File: src/rtl/life_pkg.sv
// Shared types and tile-order helpers for the 8x8 Life array controller.
package life_pkg;

  localparam int TILE_BITS = 16;

  typedef enum logic [2:0] {
    IDLE,
    CLEAR,
    LOAD,
    RUN,
    SCAN,
    DUMP
  } state_t;

  // Selector bit 1 picks the column half, bit 0 the row half.
  localparam logic [1:0] TILE_TL = 2'b00;
  localparam logic [1:0] TILE_TR = 2'b10;
  localparam logic [1:0] TILE_BL = 2'b01;
  localparam logic [1:0] TILE_BR = 2'b11;

  function automatic logic [1:0] tile_sel(input logic [1:0] idx);
    case (idx)
      2'd0:    return TILE_TL;
      2'd1:    return TILE_TR;
      2'd2:    return TILE_BL;
      default: return TILE_BR;
    endcase
  endfunction

endpackage

File: src/rtl/life_array_ctrl_if.sv
// Host-side command and tile-stream bundle for life_array_ctrl.
interface life_array_ctrl_if
  import life_pkg::*;
#(
  parameter int GEN_W = 16
);

  logic                 start;
  logic [GEN_W-1:0]     gens;
  logic                 in_valid;
  logic                 in_ready;
  logic [TILE_BITS-1:0] in_data;
  logic                 out_valid;
  logic                 out_ready;
  logic [TILE_BITS-1:0] out_data;
  logic                 busy;
  logic                 done;

  modport master (
    output start, gens, in_valid, in_data, out_ready,
    input  in_ready, out_valid, out_data, busy, done
  );

  modport slave (
    input  start, gens, in_valid, in_data, out_ready,
    output in_ready, out_valid, out_data, busy, done
  );

endinterface

File: src/rtl/life_gen_timer.sv
// Generation counter and step-gap timer; the controller only reads tick/expired/idle.
module life_gen_timer #(
  parameter int GEN_W    = 16,
  parameter int STEP_GAP = 2
) (
  input  logic             clk,
  input  logic             reset,
  input  logic             load,
  input  logic             en,
  input  logic [GEN_W-1:0] gens,
  output logic             tick,
  output logic             expired,
  output logic             idle
);

  localparam int GAP   = (STEP_GAP < 2) ? 2 : STEP_GAP;
  localparam int GAP_W = $clog2(GAP);
  localparam logic [GAP_W-1:0] GAP_RELOAD = GAP_W'(GAP - 1);

  logic [GEN_W-1:0] remaining;
  logic [GAP_W-1:0] gap_cnt;

  assign idle    = (gap_cnt == '0);
  assign tick    = en && idle && (remaining != '0);
  assign expired = idle && (remaining == '0);

  // The gap runs down even while stepping is held off, so a scan can follow it.
  always_ff @(posedge clk) begin
    if (reset) begin
      remaining <= '0;
      gap_cnt   <= '0;
    end else if (load) begin
      remaining <= gens;
      gap_cnt   <= '0;
    end else if (tick) begin
      remaining <= remaining - GEN_W'(1);
      gap_cnt   <= GAP_RELOAD;
    end else if (!idle) begin
      gap_cnt <= gap_cnt - GAP_W'(1);
    end
  end

endmodule

File: src/rtl/life_array_ctrl.sv
// Clear / load / step / dump sequencer for one 8x8 Life array (four 4x4 tiles).
// Define LIFE_CTRL_STABLE_DET_EN to stop early once a generation repeats.
module life_array_ctrl
  import life_pkg::*;
#(
  parameter int GEN_W    = 16,
  parameter int STEP_GAP = 2
) (
  input  logic                 clk,
  input  logic                 reset,
  life_array_ctrl_if.slave     host,
  output logic                 arr_reset,
  output logic [TILE_BITS-1:0] arr_vali,
  output logic [1:0]           arr_vali_selector,
  output logic [1:0]           arr_valo_selector,
  output logic                 arr_write_enb,
  output logic                 arr_step,
  input  logic [TILE_BITS-1:0] arr_valo,
  input  logic [TILE_BITS-1:0] arr_valo_prev
`ifdef LIFE_CTRL_STABLE_DET_EN
  ,
  output logic                 stable
`endif
);

  state_t               state;
  logic [1:0]           tile_idx;
  logic                 rd_pend;
  logic                 out_valid_q;
  logic [TILE_BITS-1:0] out_data_q;
  logic                 wr_fire;
  logic                 rd_fire;
  logic                 tmr_load;
  logic                 tmr_en;
  logic                 tmr_tick;
  logic                 tmr_expired;
  logic                 tmr_idle;

  assign wr_fire  = (state == LOAD) && host.in_valid;
  assign rd_fire  = (state == DUMP) && out_valid_q && host.out_ready;
  assign tmr_load = (state == IDLE) && host.start;

  assign host.in_ready  = (state == LOAD);
  assign host.out_valid = out_valid_q;
  assign host.out_data  = out_data_q;
  assign host.busy      = (state != IDLE);
  assign host.done      = rd_fire && (tile_idx == 2'd3);

  assign arr_write_enb     = wr_fire;
  assign arr_vali          = wr_fire ? host.in_data : '0;
  assign arr_vali_selector = wr_fire ? tile_sel(tile_idx) : 2'b00;

`ifdef LIFE_CTRL_STABLE_DET_EN
  logic scan_due;
  logic scan_arm;
  logic scan_ph;
  logic scan_eq;
  assign tmr_en = (state == RUN) && !scan_due;
`else
  logic unused_sig;
  assign unused_sig = ^{tmr_idle, arr_valo_prev};
  assign tmr_en     = (state == RUN);
`endif

  life_gen_timer #(
    .GEN_W   (GEN_W),
    .STEP_GAP(STEP_GAP)
  ) u_timer (
    .clk    (clk),
    .reset  (reset),
    .load   (tmr_load),
    .en     (tmr_en),
    .gens   (host.gens),
    .tick   (tmr_tick),
    .expired(tmr_expired),
    .idle   (tmr_idle)
  );

  always_ff @(posedge clk) begin
    if (reset) begin
      state             <= IDLE;
      tile_idx          <= '0;
      rd_pend           <= 1'b0;
      out_valid_q       <= 1'b0;
      out_data_q        <= '0;
      arr_reset         <= 1'b0;
      arr_step          <= 1'b0;
      arr_valo_selector <= 2'b00;
`ifdef LIFE_CTRL_STABLE_DET_EN
      stable            <= 1'b0;
      scan_due          <= 1'b0;
      scan_arm          <= 1'b0;
      scan_ph           <= 1'b0;
      scan_eq           <= 1'b0;
`endif
    end else begin
      arr_step <= tmr_tick;
      case (state)
        IDLE: if (host.start) begin
          state     <= CLEAR;
          arr_reset <= 1'b1;
`ifdef LIFE_CTRL_STABLE_DET_EN
          stable    <= 1'b0;
          scan_arm  <= 1'b0;
          scan_due  <= 1'b0;
`endif
        end
        CLEAR: begin
          arr_reset <= 1'b0;
          tile_idx  <= '0;
          state     <= LOAD;
        end
        // tile_idx wraps back to 0 after tile 3, ready for the dump.
        LOAD: if (wr_fire) begin
          tile_idx <= tile_idx + 2'd1;
          if (tile_idx == 2'd3) begin
            if (tmr_expired) begin
              state             <= DUMP;
              rd_pend           <= 1'b1;
              arr_valo_selector <= TILE_TL;
            end else begin
              state <= RUN;
            end
          end
        end
        RUN: begin
          if (tmr_expired) begin
            state             <= DUMP;
            rd_pend           <= 1'b1;
            arr_valo_selector <= TILE_TL;
          end
`ifdef LIFE_CTRL_STABLE_DET_EN
          // Gen 1 is only compared once the array holds a generation it produced itself.
          else if (scan_due && tmr_idle) begin
            state             <= SCAN;
            scan_due          <= 1'b0;
            scan_ph           <= 1'b0;
            scan_eq           <= 1'b1;
            arr_valo_selector <= TILE_TL;
          end
          if (tmr_tick) begin
            scan_arm <= 1'b1;
            scan_due <= scan_arm;
          end
`endif
        end
`ifdef LIFE_CTRL_STABLE_DET_EN
        SCAN: begin
          if (!scan_ph) begin
            scan_ph <= 1'b1;
          end else begin
            scan_ph  <= 1'b0;
            tile_idx <= tile_idx + 2'd1;
            if (tile_idx == 2'd3) begin
              if (scan_eq && (arr_valo == arr_valo_prev)) begin
                stable            <= 1'b1;
                state             <= DUMP;
                rd_pend           <= 1'b1;
                arr_valo_selector <= TILE_TL;
              end else begin
                state             <= RUN;
                arr_valo_selector <= 2'b00;
              end
            end else begin
              scan_eq           <= scan_eq && (arr_valo == arr_valo_prev);
              arr_valo_selector <= tile_sel(tile_idx + 2'd1);
            end
          end
        end
`endif
        DUMP: begin
          if (rd_pend) begin
            out_data_q  <= arr_valo;
            out_valid_q <= 1'b1;
            rd_pend     <= 1'b0;
          end else if (rd_fire) begin
            out_valid_q <= 1'b0;
            tile_idx    <= tile_idx + 2'd1;
            if (tile_idx == 2'd3) begin
              state             <= IDLE;
              arr_valo_selector <= 2'b00;
            end else begin
              arr_valo_selector <= tile_sel(tile_idx + 2'd1);
              rd_pend           <= 1'b1;
            end
          end
        end
        default: state <= IDLE;
      endcase
    end
  end

endmodule

File: src/flat_wrapper.sv
// flat-port wrapper written by rule: the top's interface ports become plain ports
module life_array_ctrl_flat import life_pkg::*;
#(
  parameter int GEN_W    = 16,
  parameter int STEP_GAP = 2
)
  (clk, reset, arr_reset, arr_vali, arr_vali_selector, arr_valo_selector, arr_write_enb, arr_step, arr_valo, arr_valo_prev, host_start, host_gens, host_in_valid, host_in_data, host_out_ready, host_in_ready, host_out_valid, host_out_data, host_busy, host_done);
  life_array_ctrl_if #(.GEN_W(GEN_W)) host_i ();
  input  logic clk;
  input  logic reset;
  output logic arr_reset;
  output logic [TILE_BITS-1:0] arr_vali;
  output logic [1:0] arr_vali_selector;
  output logic [1:0] arr_valo_selector;
  output logic arr_write_enb;
  output logic arr_step;
  input  logic [TILE_BITS-1:0] arr_valo;
  input  logic [TILE_BITS-1:0] arr_valo_prev;
  input wire logic [$bits(host_i.start)-1:0] host_start;
  input wire logic [$bits(host_i.gens)-1:0] host_gens;
  input wire logic [$bits(host_i.in_valid)-1:0] host_in_valid;
  input wire logic [$bits(host_i.in_data)-1:0] host_in_data;
  input wire logic [$bits(host_i.out_ready)-1:0] host_out_ready;
  output wire logic [$bits(host_i.in_ready)-1:0] host_in_ready;
  output wire logic [$bits(host_i.out_valid)-1:0] host_out_valid;
  output wire logic [$bits(host_i.out_data)-1:0] host_out_data;
  output wire logic [$bits(host_i.busy)-1:0] host_busy;
  output wire logic [$bits(host_i.done)-1:0] host_done;
  assign host_i.start = host_start;
  assign host_i.gens = host_gens;
  assign host_i.in_valid = host_in_valid;
  assign host_i.in_data = host_in_data;
  assign host_i.out_ready = host_out_ready;
  assign host_in_ready = host_i.in_ready;
  assign host_out_valid = host_i.out_valid;
  assign host_out_data = host_i.out_data;
  assign host_busy = host_i.busy;
  assign host_done = host_i.done;
  life_array_ctrl #(.GEN_W(GEN_W), .STEP_GAP(STEP_GAP)) u_core (.clk(clk), .reset(reset), .host(host_i), .arr_reset(arr_reset), .arr_vali(arr_vali), .arr_vali_selector(arr_vali_selector), .arr_valo_selector(arr_valo_selector), .arr_write_enb(arr_write_enb), .arr_step(arr_step), .arr_valo(arr_valo), .arr_valo_prev(arr_valo_prev));
endmodule
File: config.mk
export PLATFORM = sky130hd
export DESIGN_NAME = life_array_ctrl_flat
export DESIGN_NICKNAME = d
export VERILOG_FILES = /design/src/rtl/life_pkg.sv /design/src/rtl/life_array_ctrl_if.sv /design/src/rtl/life_gen_timer.sv /design/src/rtl/life_array_ctrl.sv /design/src/flat_wrapper.sv
export SDC_FILE = /design/constraint.sdc
export NUM_CORES = 1
export LEC_CHECK = 0
export ABC_AREA = 1
export BUFFER_PORTS_ARGS = -buffer_cell sky130_fd_sc_hd__buf_2
export CAP_MARGIN = 40
export CELL_PAD_IN_SITES_DETAIL_PLACEMENT = 1
export CELL_PAD_IN_SITES_GLOBAL_PLACEMENT = 2
export CORE_ASPECT_RATIO = 1.5
export CORE_UTILIZATION = 26
export DETAILED_ROUTE_END_ITERATION = 7
export GPL_TIMING_DRIVEN = 0
export PLACE_DENSITY = 0.89
export SLEW_MARGIN = 10
export SYNTH_ARGS = -nofsm -noshare
export SYNTH_HDL_FRONTEND = slang
export SYNTH_SLANG_ARGS = --single-unit
File: constraint.sdc
create_clock -name clk -period 3.7 [get_ports clk]
set_clock_uncertainty 0.2 [all_clocks]
set_input_delay 0.555 -clock clk [delete_from_list [all_inputs] [get_ports clk]]
set_output_delay 0.555 -clock clk [all_outputs]
set_load 0.03 [all_outputs]
==> results <==
- The run finished with clean final reports.
- Clock tree synthesis selected as its root buffer the cell sky130_fd_sc_hd__clkbuf_16.
- The library cell occupying the most area in the post-synthesis netlist is sky130_fd_sc_hd__dfxtp_1.
- The synthesized design devotes to its leading area cell type 33.9% of total area.
- Synthesis inferred 44 register bits.
- The total overflow left after global routing is 0.
- During synthesis, Yosys emitted a total of 0 warnings.
- Measured against its own limit, the worst slew margin works out to 63.3%.
- For this run, the slowest stage of the critical path takes roughly 0.36 ns.
- Summed over all layers, the routed wires come to 8120 um.
- Entering global routing, the biggest net connects 14 pins.
- The startpoint of the worst-slack reg-to-reg timing path is u_core.u_timer.remaining[0].
- The initial antenna violation count is 0.
- In the final routed layout, each cell accounts on average for 13.4 um.
- The cell family contributing the most delay on the critical path is buffers and inverters.
- After the first detailed-routing iteration, the DRC count stood at 60.
- The number of nets handed over by synthesis was 468.
- The effective utilization at floorplan is between 20% and 30%.
- STA classifies the critical path endpoint as an output port.
- Setup repair after global routing left no endpoint under its margin.
- The number of nets still failing antenna checks after routing is 0.
- The post-route DRC violation count is 0.
- In the final timing run, aggregate negative setup slack is 0 ns.
- The number of I/O port buffers is 94.
- The post-synthesis instance area is ~2600 um2.
- The largest vdd supply drop is between 0.0003 and 0.0004 V.
- The overall die area is between 10,000 and 15,000 um2.
- The floorplan step set the die height to 124 um.
- The cell count after synthesis came out at ~400.
- The I/O pin total is 112.
- For this design, the CTS-stage hold fixing added 0 buffers.
- The via count of the first global-routing pass is 2,827.
- The ratio of total power to cell area is 837 nW/um2.
- The post-CTS setup-driven buffer insertion count is 0.
- The class of the tightest hold or removal check is reg2reg.
- The total area inside the core boundary comes to 9690 um2.
- The filler cells instantiated in the layout total between 1,000 and 1,500.
- The quantity of gates resized following cts is 0.
- In this run the core area contains 44 standard-cell rows.
- The critical path launch point is u_core.state[1].
- The number of optimization iterations in the first detailed-route pass is 4.
- In this run the static leakage power is 1.74 nW.
- Hold timing on the final database bottoms out at a slack of about 0.26 ns.
- The maximum count of clock buffers along a single path is 2.
- The critical path goes through inv_2 -> nor2_1 -> nand2_1 -> inv_2 -> nand2_1 -> buf_2 -> buf_2 -> nor2_1 -> buf_2.
- The layout-stage area growth over the synthesis result is 30.8%.
- In this run the mean area of a mapped cell was 6.63 um2.
- The sum of net half-perimeters after detailed placement is 6520 um.
- Global routing used between 15 and 20% of the available tracks.
- For this design, the sink count on the clock tree is 44.
- The top achievable clock speed is 384 MHz.
- At the worst endpoint, the required time is 2.94 ns.
- At the pin with the least slew margin, the transition time is 0.550 ns.
- The repair_antennas step left the layout with diodes totalling 0.
- The final weighted congestion of routability-driven global placement is 0.826.
- After synthesis, the netlist uses 33 different library cells.
- After synthesis, the cell types taking the most area are sky130_fd_sc_hd__dfxtp_1 34%, sky130_fd_sc_hd__nand2_1 11%, sky130_fd_sc_hd__nor2_1 7.9%, sky130_fd_sc_hd__a21oi_1 7.9%, sky130_fd_sc_hd__nand3_1 6.5%.
- The hold violation count in the final report is 0.
- The floorplan step set the die width to 83.6 um.
- Sequential elements use 33.9% of the synthesized area.
- The count of max-cap constraint violations is 0.
- The maximum net fanout on the critical path is 10.
- The arrival time reported for the critical path endpoint is 1.85 ns.
- Clock tree synthesis inserted a total of 5 buffers.
- The final instance area is 3400 um2.
- The total buffers and inverters traversed by the critical path is 5.
- The ratio of cells with drive above 1 in the final layout is 29.4%.
- In this run the cell area measured after placement is about 3200 um2.
- Setup violations remaining at the end of the flow were counted as 0.
- The first-pass GRT wire length is about 13,000 um.
- The routed via count is ~2,800.
- The worst setup path is of the reg2out kind.
- The clock-pin slew reported for the worst setup and hold paths after clock tree synthesis is 0.06 ns.
- The later pin in the worst-skew pair is clocked with a latency of 0.29 ns.
- The number of max-slew violations in the final report is 0.
- The H-tree was split into 2 levels.
- The share of the cycle needed by the critical path after routing is between 70% and 80%.
- The via count normalized by instance count is between 4 and 5.
- The launch point of the worst hold path is u_core.host.out_data[15].
- The CTS tree is done.
- The final layout contains 569 nets.
- Among all stages on the critical path, the largest delay is contributed by sky130_fd_sc_hd__dfxtp_1.
- The worst setup path is launched from a register.
- The minimum clock period after layout is 2.60 ns.
- The most frequent cell on the critical path is sky130_fd_sc_hd__buf_2.
==> power breakdown <==
part	internal, mW	leakage (nW)	switching, mW	total, mW
Clock	0.383	0.0899	0.191	0.574
Combinational	0.546	1.29	1.01	1.55
Sequential	0.587	0.359	0.129	0.716
==> layout make-up <==
cell class              count  area [um2]  share of cell area (%)
flip-flops and latches     44         881                    25.9
multi-input cells         285        1460                    42.9
clock inverters             2        60.1                    1.77
well taps                 115         144                    4.23
inverters                  48         180                    5.30
repair buffers             94         470                    13.8
plain buffers              15        80.1                    2.36
clock buffers               5         125                    3.68
==> layer usage <==
layer	track usage (%)	wire length (um)
met4	6.18	174
met1	16.0	3140
met5	0	0
met3	2.58	329
met2	32.0	4480
==> cells by family (layout without fill, tap and decap cells) <==
logic type / Yosys count / after routing / share of synthesized area, %
and+or+nand+nor: 199 / 199 / 35.1
xor gates and xnor gates: 6 / 6 / 2.02
DFF: 44 / 44 / 33.9
AOI/OAI and AO/OA: 69 / 69 / 14.0
muxes: 4 / 4 / 1.54
adders and majority gates: 7 / 7 / 3.37
buffers and inverters: 63 / 164 / 10.0
==> cell usage after synthesis <==
cell and n:
sky130_fd_sc_hd__nor2_1 55, sky130_fd_sc_hd__o21ai_0 8, sky130_fd_sc_hd__nand2_2 7, sky130_fd_sc_hd__or2_2 1, sky130_fd_sc_hd__or2_0 1, sky130_fd_sc_hd__a21boi_0 1, sky130_fd_sc_hd__inv_1 37, sky130_fd_sc_hd__nand3_2 2
sky130_fd_sc_hd__nor2_4 3, sky130_fd_sc_hd__a21oi_1 41, sky130_fd_sc_hd__o21bai_1 2, sky130_fd_sc_hd__nand4_1 2, sky130_fd_sc_hd__buf_2 4, sky130_fd_sc_hd__and2_1 1, sky130_fd_sc_hd__clkbuf_1 8, sky130_fd_sc_hd__dfxtp_1 44
sky130_fd_sc_hd__a21oi_2 1, sky130_fd_sc_hd__inv_2 11, sky130_fd_sc_hd__nor3b_1 1, sky130_fd_sc_hd__nand2_1 76, sky130_fd_sc_hd__o21ai_1 13, sky130_fd_sc_hd__a21o_1 1, sky130_fd_sc_hd__buf_6 2, sky130_fd_sc_hd__nand2_4 2
sky130_fd_sc_hd__buf_4 1, sky130_fd_sc_hd__nand3_1 34, sky130_fd_sc_hd__a211oi_1 2, sky130_fd_sc_hd__nor2_2 10, sky130_fd_sc_hd__mux2i_1 4, sky130_fd_sc_hd__ha_1 7, sky130_fd_sc_hd__xnor2_1 1, sky130_fd_sc_hd__xor2_1 5
sky130_fd_sc_hd__nand3b_1 4
==> stage by stage <==
stage               utilization (%)  cells  power [mW]  worst slack, ns
finish                         35.1    608        2.84             1.10
global route                   35.1    608        3.11            0.922
CTS                            35.1    608        2.89             1.07
detailed placement             33.2    601        2.30             1.39
global placement               33.2    601        2.25             1.44
floorplan                         -    392        1.89             1.34
==> registers in the layout, summed over array words and instances, names as in the netlist <==
| signal | flops |
|---|---|
| u_core.arr_reset | 1 |
| u_core.arr_step | 1 |
| u_core.arr_valo_selector | 2 |
| u_core.host.out_data | 16 |
| u_core.host.out_valid | 1 |
| u_core.rd_pend | 1 |
| u_core.state | 3 |
| u_core.tile_idx | 2 |
| u_core.u_timer.gap_cnt | 1 |
| u_core.u_timer.remaining | 16 |
==> worst reg2reg max path, cell delays in order, from the launching register on <==
cell and delay [ns]:
sky130_fd_sc_hd__dfxtp_1 0.32, sky130_fd_sc_hd__inv_1 0.09, sky130_fd_sc_hd__ha_1 0.22, sky130_fd_sc_hd__nand2_2 0.09, sky130_fd_sc_hd__nor2_4 0.13, sky130_fd_sc_hd__nand2_2 0.08
sky130_fd_sc_hd__nand2_4 0.10, sky130_fd_sc_hd__nand2_4 0.06, sky130_fd_sc_hd__buf_6 0.15, sky130_fd_sc_hd__or2_0 0.20, sky130_fd_sc_hd__nand3_1 0.08, sky130_fd_sc_hd__inv_1 0.04
==> worst paths after layout <==
kind | to | slack (ns) | depth (start not counted)
worst max-delay path | arr_vali[10] | 1.10 | 9
worst min register to register | u_core.host.out_data[15] | 0.26 | 2
worst max register to register | u_core.u_timer.remaining[12] | 1.85 | 11
worst min-delay path | u_core.host.out_data[15] | 0.26 | 2
==> cell usage in the layout, fill, tap and decap left out <==
cell type / count
sky130_fd_sc_hd__nand3_1: 34
sky130_fd_sc_hd__xor2_1: 5
sky130_fd_sc_hd__inv_1: 37
sky130_fd_sc_hd__dfxtp_1: 44
sky130_fd_sc_hd__clkbuf_1: 8
sky130_fd_sc_hd__nor2_1: 55
sky130_fd_sc_hd__mux2i_1: 4
sky130_fd_sc_hd__nand2_4: 2
sky130_fd_sc_hd__buf_4: 1
sky130_fd_sc_hd__clkbuf_16: 5
sky130_fd_sc_hd__nand4_1: 2
sky130_fd_sc_hd__o21ai_1: 13
sky130_fd_sc_hd__a211oi_1: 2
sky130_fd_sc_hd__a21boi_0: 1
sky130_fd_sc_hd__buf_2: 98
sky130_fd_sc_hd__nand2_1: 76
sky130_fd_sc_hd__o21ai_0: 8
sky130_fd_sc_hd__nor2_2: 10
sky130_fd_sc_hd__nand3b_1: 4
sky130_fd_sc_hd__nand2_2: 7
sky130_fd_sc_hd__nand3_2: 2
sky130_fd_sc_hd__bufinv_16: 2
sky130_fd_sc_hd__xnor2_1: 1
sky130_fd_sc_hd__a21oi_2: 1
sky130_fd_sc_hd__o21bai_1: 2
sky130_fd_sc_hd__and2_1: 1
sky130_fd_sc_hd__inv_2: 11
sky130_fd_sc_hd__ha_1: 7
sky130_fd_sc_hd__or2_2: 1
sky130_fd_sc_hd__a21oi_1: 41
sky130_fd_sc_hd__a21o_1: 1
sky130_fd_sc_hd__or2_0: 1
sky130_fd_sc_hd__nor2_4: 3
sky130_fd_sc_hd__nor3b_1: 1
sky130_fd_sc_hd__buf_6: 2
(Power assumes the default switching activity.)
